[config.mk]
export PLATFORM = sky130hd
export DESIGN_NAME = vector_reg_file
export DESIGN_NICKNAME = d
export VERILOG_FILES = /design/src/rtl/vrf_pkg.sv /design/src/rtl/vrf_row.sv /design/src/rtl/vector_reg_file.sv
export SDC_FILE = /design/constraint.sdc
export NUM_CORES = 1
export LEC_CHECK = 0
export ABC_AREA = 1
export CAP_MARGIN = 0
export CORE_ASPECT_RATIO = 1.4
export CORE_MARGIN = 2
export CORE_UTILIZATION = 55
export CTS_CLUSTER_DIAMETER = 150
export DETAILED_ROUTE_END_ITERATION = 6
export PLACE_DENSITY_LB_ADDON = 0.2
export SKIP_CTS_REPAIR_TIMING = 1
export SLEW_MARGIN = 20
export SYNTH_ARGS = -nofsm -noshare
export SYNTH_HDL_FRONTEND = slang
export SYNTH_SLANG_ARGS = --single-unit
[constraint.sdc]
create_clock -name clk -period 2.3 [get_ports clk]
set_input_delay 0.46 -clock clk [delete_from_list [all_inputs] [get_ports clk]]
set_output_delay 0.46 -clock clk [all_outputs]
set_load 0.005 [all_outputs]
[src/rtl/vrf_pkg.sv]
// Shared defaults and the vector register type for the vector register file.
package vrf_pkg;
  localparam int VRF_LANES      = 4;
  localparam int VRF_LANE_WIDTH = 8;
  localparam int VRF_REG_COUNT  = 8;
  localparam int VRF_SEL_BITS   = 3;

  typedef logic [VRF_LANES-1:0][VRF_LANE_WIDTH-1:0] vreg_t;
endpackage

[src/rtl/vrf_row.sv]
// One vector register: a row of LANES lanes, each written only when its mask bit is set.
module vrf_row
  import vrf_pkg::*;
#(
  parameter int LANE_WIDTH = VRF_LANE_WIDTH,
  parameter int LANES      = VRF_LANES
) (
  input  logic                        clk,
  input  logic                        reset,
  input  logic                        wrEn,
  input  logic [LANES-1:0]            wrMask,
  input  logic [LANES*LANE_WIDTH-1:0] wrData,
  output logic [LANES*LANE_WIDTH-1:0] dataOut
);

  logic [LANES*LANE_WIDTH-1:0] data_q;
  logic [LANES*LANE_WIDTH-1:0] data_d;

  // Lane-masked merge of incoming data with the stored row
  always_comb begin
    data_d = data_q;
    if (wrEn) begin
      for (int i = 0; i < LANES; i++) begin
        if (wrMask[i]) begin
          data_d[i*LANE_WIDTH +: LANE_WIDTH] = wrData[i*LANE_WIDTH +: LANE_WIDTH];
        end else begin
          data_d[i*LANE_WIDTH +: LANE_WIDTH] = data_q[i*LANE_WIDTH +: LANE_WIDTH];
        end
      end
    end else begin
      data_d = data_q;
    end
  end

  // Row storage with synchronous clear
  always_ff @(posedge clk) begin
    if (reset) begin
      data_q <= '0;
    end else begin
      data_q <= data_d;
    end
  end

  assign dataOut = data_q;

endmodule

[src/rtl/vector_reg_file.sv]
// Vector register file: two combinational read ports, one lane-masked write port and an issue scoreboard.
// Optional macro VRF_BYPASS_EN forwards same-cycle writeback data to reads and hazard checks.
module vector_reg_file
  import vrf_pkg::*;
#(
  parameter int LANES      = VRF_LANES,
  parameter int LANE_WIDTH = VRF_LANE_WIDTH,
  parameter int REG_COUNT  = VRF_REG_COUNT,
  parameter int SEL_BITS   = VRF_SEL_BITS
) (
  input  logic                        clk,
  input  logic                        reset,
  input  logic [SEL_BITS-1:0]         rSel1,
  input  logic [SEL_BITS-1:0]         rSel2,
  output logic [LANES*LANE_WIDTH-1:0] rd1Out,
  output logic [LANES*LANE_WIDTH-1:0] rd2Out,
  input  logic                        wrEn,
  input  logic [SEL_BITS-1:0]         wrSel,
  input  logic [LANES-1:0]            wrMask,
  input  logic [LANES*LANE_WIDTH-1:0] wrData,
  input  logic                        issueEn,
  input  logic [SEL_BITS-1:0]         issueSel,
  output logic                        stall,
  output logic [REG_COUNT-1:0]        busyVec
);

  localparam int DW = LANES * LANE_WIDTH;

  logic [REG_COUNT-1:0] busy_q;
  logic [REG_COUNT-1:0] busy_d;
  logic [REG_COUNT-1:0] wr_dec;
  logic [REG_COUNT-1:0] iss_dec;
  logic [REG_COUNT-1:0] hz_vec;
  logic [DW-1:0]        row_data [REG_COUNT];
  logic [DW-1:0]        rd1_mux;
  logic [DW-1:0]        rd2_mux;

  // Selector values at or above REG_COUNT decode to nothing, so they never hit a row.
  function automatic logic sel_hit(input logic [REG_COUNT-1:0] v, input logic [SEL_BITS-1:0] s);
    logic h;
    h = 1'b0;
    for (int n = 0; n < REG_COUNT; n++) begin
      if (s == SEL_BITS'(n)) begin
        h = v[n];
      end else begin
        h = h;
      end
    end
    return h;
  endfunction

`ifdef VRF_BYPASS_EN
  function automatic logic [DW-1:0] lane_merge(input logic [DW-1:0] base, input logic [DW-1:0] data,
                                               input logic [LANES-1:0] mask);
    logic [DW-1:0] r;
    r = base;
    for (int i = 0; i < LANES; i++) begin
      if (mask[i]) begin
        r[i*LANE_WIDTH +: LANE_WIDTH] = data[i*LANE_WIDTH +: LANE_WIDTH];
      end else begin
        r[i*LANE_WIDTH +: LANE_WIDTH] = base[i*LANE_WIDTH +: LANE_WIDTH];
      end
    end
    return r;
  endfunction
`endif

  // One-hot decode of write and issue destinations
  always_comb begin
    wr_dec  = '0;
    iss_dec = '0;
    for (int n = 0; n < REG_COUNT; n++) begin
      wr_dec[n]  = (wrSel == SEL_BITS'(n));
      iss_dec[n] = (issueSel == SEL_BITS'(n));
    end
  end

  for (genvar g = 0; g < REG_COUNT; g++) begin : g_row
    vrf_row #(
      .LANE_WIDTH(LANE_WIDTH),
      .LANES     (LANES)
    ) u_row (
      .clk    (clk),
      .reset  (reset),
      .wrEn   (wrEn & wr_dec[g]),
      .wrMask (wrMask),
      .wrData (wrData),
      .dataOut(row_data[g])
    );
  end

  // Read port muxes, with optional forwarding of the in-flight writeback
  always_comb begin
    rd1_mux = '0;
    rd2_mux = '0;
    for (int n = 0; n < REG_COUNT; n++) begin
      if (rSel1 == SEL_BITS'(n)) begin
        rd1_mux = row_data[n];
      end else begin
        rd1_mux = rd1_mux;
      end
      if (rSel2 == SEL_BITS'(n)) begin
        rd2_mux = row_data[n];
      end else begin
        rd2_mux = rd2_mux;
      end
    end
`ifdef VRF_BYPASS_EN
    if (wrEn && (|wr_dec) && (rSel1 == wrSel)) begin
      rd1_mux = lane_merge(rd1_mux, wrData, wrMask);
    end else begin
      rd1_mux = rd1_mux;
    end
    if (wrEn && (|wr_dec) && (rSel2 == wrSel)) begin
      rd2_mux = lane_merge(rd2_mux, wrData, wrMask);
    end else begin
      rd2_mux = rd2_mux;
    end
`endif
  end

  // Hazard vector: a register being written back this cycle is not a hazard when forwarding
  always_comb begin
`ifdef VRF_BYPASS_EN
    hz_vec = busy_q & ~(wr_dec & {REG_COUNT{wrEn}});
`else
    hz_vec = busy_q;
`endif
    stall = issueEn & (sel_hit(hz_vec, rSel1) | sel_hit(hz_vec, rSel2) | sel_hit(hz_vec, issueSel));
  end

  // Scoreboard next state: clear on writeback first, so an accepted issue wins on the same register
  always_comb begin
    busy_d = busy_q;
    if (wrEn) begin
      busy_d = busy_d & ~wr_dec;
    end else begin
      busy_d = busy_d;
    end
    if (issueEn && !stall) begin
      busy_d = busy_d | iss_dec;
    end else begin
      busy_d = busy_d;
    end
  end

  // Scoreboard register
  always_ff @(posedge clk) begin
    if (reset) begin
      busy_q <= '0;
    end else begin
      busy_q <= busy_d;
    end
  end

  assign rd1Out  = rd1_mux;
  assign rd2Out  = rd2_mux;
  assign busyVec = busy_q;

endmodule

==> impl_metrics.prom <==
# TYPE chip_impl_metric gauge
chip_impl_metric{name="finalWeightedCongestion",unit=""} 0.957
chip_impl_info{name="violations",value="negative setup slack"} 1
chip_impl_metric{name="holdWs",unit="ns"} 0.464
chip_impl_metric{name="synth.lib_cells_used.distinct",unit=""} 27
chip_impl_metric{name="ys_warnings",unit=""} 0
chip_impl_metric{name="num_antenna_cells",unit=""} 0
chip_impl_metric{name="tritoncts.num_buffers",unit=""} 26
chip_impl_info{name="run_status",value="finished with violations"} 1
chip_impl_metric{name="final_critical_path_setup_slack",unit="ns"} -0.155
chip_impl_metric{name="max-slew-margin-rel",unit="%"} 59.4
chip_impl_metric{name="worst-path-buf-inv",unit=""} 6
chip_impl_metric{name="placementRows",unit=""} 66
chip_impl_metric{name="cellLeakagePower",unit="nW"} 6.61
chip_impl_metric{name="synth_compound_area_share",unit="%"} 26.4
chip_impl_info{name="cts_root_cell",value="sky130_fd_sc_hd__clkbuf_16"} 1
chip_impl_metric{name="synth_simple_gate_area_share",unit="%"} 22.2
chip_impl_info{name="synth_ff_type",value="sky130_fd_sc_hd__dfxtp_1"} 1
chip_impl_metric{name="grt_usage",unit="%"} 35.6
chip_impl_metric{name="synth-adder-area-share",unit="%"} 0
chip_impl_metric{name="slew_violations",unit=""} 0
chip_impl_metric{name="first_global_vias",unit=""} 12700
chip_impl_metric{name="worst_skew_pair.late_latency",unit="ns"} 0.54
chip_impl_info{name="dominant_combinational_cell_family_by_area_after_synthesis",value="compound AO/OA/AOI/OAI gates"} 1
chip_impl_metric{name="cp.required",unit="ns"} 1.84
chip_impl_metric{name="dr.pass1.iters",unit=""} 7
chip_impl_metric{name="die_y",unit="um"} 185
chip_impl_metric{name="setup-tns-final",unit="ns"} -2.61
chip_impl_metric{name="synth.cell_area",unit="sq um"} 12800
chip_impl_metric{name="final_period_minus_worst_setup_slack",unit="ns"} 2.46
chip_impl_metric{name="antenna_violations_before_repair",unit=""} 0
chip_impl_metric{name="postSynthAreaPerCell",unit="sq um"} 7.04
chip_impl_info{name="crit_chain",value="buf_8 -> inv_4 -> buf_6 -> nor3_4 -> buf_4 -> clkbuf_16 -> a21oi_1 -> o21ai_1 -> a21oi_2 -> o2111ai_1 -> dlymetal6s2s_1"} 1
chip_impl_metric{name="clk_transition_reported_paths",unit="ns"} 0.06
chip_impl_metric{name="detailedRoute.firstIterationViolations",unit=""} 2496
chip_impl_metric{name="drv.max_cap_violation_count",unit=""} 0
chip_impl_metric{name="antenna_nets_post_route",unit=""} 0
chip_impl_metric{name="detail_route.drc_violations",unit=""} 0
chip_impl_metric{name="max_clock_freq",unit="MHz"} 407
chip_impl_metric{name="dpl.hpwl",unit="um"} 31400
chip_impl_info{name="tritoncts_clock_tree",value="yes"} 1
chip_impl_metric{name="ys_ff_latch",unit=""} 264
chip_impl_metric{name="clock_tree.htree_level_count",unit=""} 1
chip_impl_metric{name="post_synthesis_share_of_cell_area_spent_on_xor_and_xnor_gates",unit="%"} 0
chip_impl_metric{name="max_buffers_root_to_sink",unit=""} 3
chip_impl_metric{name="worstPathArrival",unit="ns"} 2.00
chip_impl_metric{name="gr-total-overflow",unit=""} 0
chip_impl_metric{name="netlist_instances",unit=""} 1822
chip_impl_info{name="synth_top_cells_by_area",value="sky130_fd_sc_hd__dfxtp_1, sky130_fd_sc_hd__a21oi_1, sky130_fd_sc_hd__nand2_1"} 1
chip_impl_metric{name="number_of_synthesized_flops_with_an_enable_pin",unit=""} 0
chip_impl_metric{name="max_slew.worst_pin.slew",unit="ns"} 0.609
chip_impl_metric{name="synth_nets",unit=""} 1874
chip_impl_metric{name="port_buffers",unit=""} 124
chip_impl_metric{name="clock_sink_count",unit=""} 264
chip_impl_metric{name="drt-wirelength-per-cell",unit="um"} 23.1
chip_impl_metric{name="finalSetupViolCount",unit=""} 41
chip_impl_info{name="crit_family",value="buffers and inverters"} 1
chip_impl_info{name="setup.worst_path.start_class",value="primary input"} 1
chip_impl_metric{name="floorplan.io_pins",unit=""} 125
chip_impl_metric{name="post-route-util",unit="%"} 77.5
chip_impl_metric{name="synthArstFlopShare",unit="%"} 0
chip_impl_metric{name="drt-total-wl",unit="um"} 53700
chip_impl_info{name="crit_path_category",value="in -> out"} 1
chip_impl_info{name="grt_setup_unrepaired",value="yes"} 1
chip_impl_metric{name="die_area",unit="sq um"} 24600
chip_impl_metric{name="power.ir.vdd_worst",unit="uV"} 602
chip_impl_metric{name="synth.area.mux_share",unit="%"} 0
chip_impl_metric{name="grt_start_max_net_pins",unit=""} 78
chip_impl_metric{name="initial_core_util",unit="%"} 55.7
chip_impl_metric{name="final_net_count",unit=""} 2055
chip_impl_info{name="critical_path.slowest_cell",value="sky130_fd_sc_hd__nor3_4"} 1
chip_impl_metric{name="finalHoldViolCount",unit=""} 0
chip_impl_metric{name="period_share",unit="%"} 107
chip_impl_metric{name="grt_first_pass_wirelength",unit="um"} 69900
chip_impl_info{name="min-delay-path-class",value="in -> reg"} 1
chip_impl_info{name="cp-end-kind",value="output port"} 1
chip_impl_metric{name="yosysTopAreaCellShare",unit="%"} 41.2
chip_impl_info{name="synth.largest_area_cell",value="sky130_fd_sc_hd__dfxtp_1"} 1
chip_impl_metric{name="syn2layout_area_growth",unit="%"} 39.2
chip_impl_metric{name="critical-path-max-stage-delay",unit="ns"} 0.26
chip_impl_metric{name="post_route_clock_skew",unit="ns"} 0.00183
chip_impl_metric{name="ratio_of_total_power_to_cell_area",unit="nW/um^2"} 609
chip_impl_metric{name="core_region_area",unit="sq um"} 23000
chip_impl_metric{name="share_of_cells_above_drive_strength_1",unit="%"} 24.3
chip_impl_metric{name="synth-seq-area-share",unit="%"} 41.2
chip_impl_metric{name="critical_path.max_fanout",unit=""} 7
chip_impl_metric{name="chipWidth",unit="um"} 133
chip_impl_metric{name="routed-via-count",unit=""} 15300
chip_impl_metric{name="drt-vias-per-instance",unit=""} 6.56
-- report_power, final --
group	internal (mW)	switching, mW	total, mW
Clock	2.96	1.89	4.84
Sequential	4.66	0.0555	4.71
Combinational	0.506	0.822	1.33
Total	8.12	2.76	10.9
-- flip-flops by register name, summed over array words and instances, names as in the netlist --
name / count
busyVec: 8
g_row.u_row.dataOut: 256
-- synth_stat cells (all sizes together), types with 11 or more instances --
| cell | n |
|---|---|
| nand4 | 44 |
| dfxtp | 264 |
| o22ai | 65 |
| o21ai | 67 |
| inv | 172 |
| a21oi | 247 |
| nand2 | 329 |
| buf | 40 |
| nor2 | 171 |
| o2111ai | 29 |
| a211oi | 137 |
| nor3 | 11 |
| nand3 | 118 |
| clkbuf | 113 |
| o221ai | 13 |
-- stage by stage --
stage | instance area (sq um) | total power [mW] | worst slack [ns] | std cells
3_5_place_dp | 15200 | 5.84 | -0.957 | 2229
4_1_cts | 16200 | 10.6 | -0.968 | 2277
2_1_floorplan | 12800 | 5.29 | 0.330 | 1822
6_report | 17900 | 10.9 | -0.155 | 2329
5_1_grt | 17900 | 11.1 | -0.164 | 2329
3_3_place_gp | 15200 | 5.83 | -0.952 | 2229
-- metal layers --
| layer | vias to the layer above | track usage [%] | routed length, um |
|---|---|---|---|
| li1 | 6647 | - | - |
| met1 | 6983 | 53.6 | 19900 |
| met2 | 1316 | 51.4 | 22900 |
| met3 | 340 | 6.05 | 7280 |
| met4 | 0 | 11.7 | 3590 |
| met5 | - | 0 | 0 |
-- worst min-delay path, cell delays in order --
cell                             delay [ns]
sky130_fd_sc_hd__dlymetal6s2s_1        0.16
sky130_fd_sc_hd__nor3_2                0.08
sky130_fd_sc_hd__buf_4                 0.12
sky130_fd_sc_hd__nand4_1               0.08
sky130_fd_sc_hd__a21oi_1               0.06
-- path summary, 6_finish.rpt --
path                                                                 to  cells past startpoint                               startpoint  slack (ns)
worst min-delay path                              busyVec[4]$_SDFF_PP0_                      5                              issueSel[0]        0.46
worst max-delay path                                         rd1Out[26]                     11                                 rSel1[1]       -0.16
worst max register to register                    busyVec[1]$_SDFF_PP0_                      8                    busyVec[1]$_SDFF_PP0_        0.78
worst min register to register  g_row[5].u_row.dataOut[29]$_SDFFE_PP0P_                      2  g_row[5].u_row.dataOut[29]$_SDFFE_PP0P_        0.48
-- cell families after synthesis --
| kind of cell | count (synthesis) |
|---|---|
| compound gates | 559 |
| buf+inv | 326 |
| flops | 264 |
| simple gates | 673 |
-- area by class of cell --
cell class,instances,area [sq um]
multi-input combinational,1232,7320
sequential,264,5290
fill,1506,5180
timing repair buffer,306,3240
clock buffer,38,757
inverter,173,668
tap,306,383
clock inverter,10,206
-- cell usage in the layout, fill, tap and decap left out, types with 32 or more instances in the layout --
cell type	synthesis	layout
sky130_fd_sc_hd__a211oi_1	137	137
sky130_fd_sc_hd__a21oi_1	247	162
sky130_fd_sc_hd__a21oi_2	0	72
sky130_fd_sc_hd__buf_12	0	37
sky130_fd_sc_hd__buf_4	3	105
sky130_fd_sc_hd__clkbuf_16	0	39
sky130_fd_sc_hd__clkdlybuf4s50_1	0	49
sky130_fd_sc_hd__dfxtp_1	264	263
sky130_fd_sc_hd__inv_1	168	155
sky130_fd_sc_hd__nand2_1	329	327
sky130_fd_sc_hd__nand3_1	115	113
sky130_fd_sc_hd__nand4_1	44	44
sky130_fd_sc_hd__nor2_1	168	160
sky130_fd_sc_hd__o21ai_2	0	32
sky130_fd_sc_hd__o22ai_1	65	44
(Power assumes the default switching activity.)
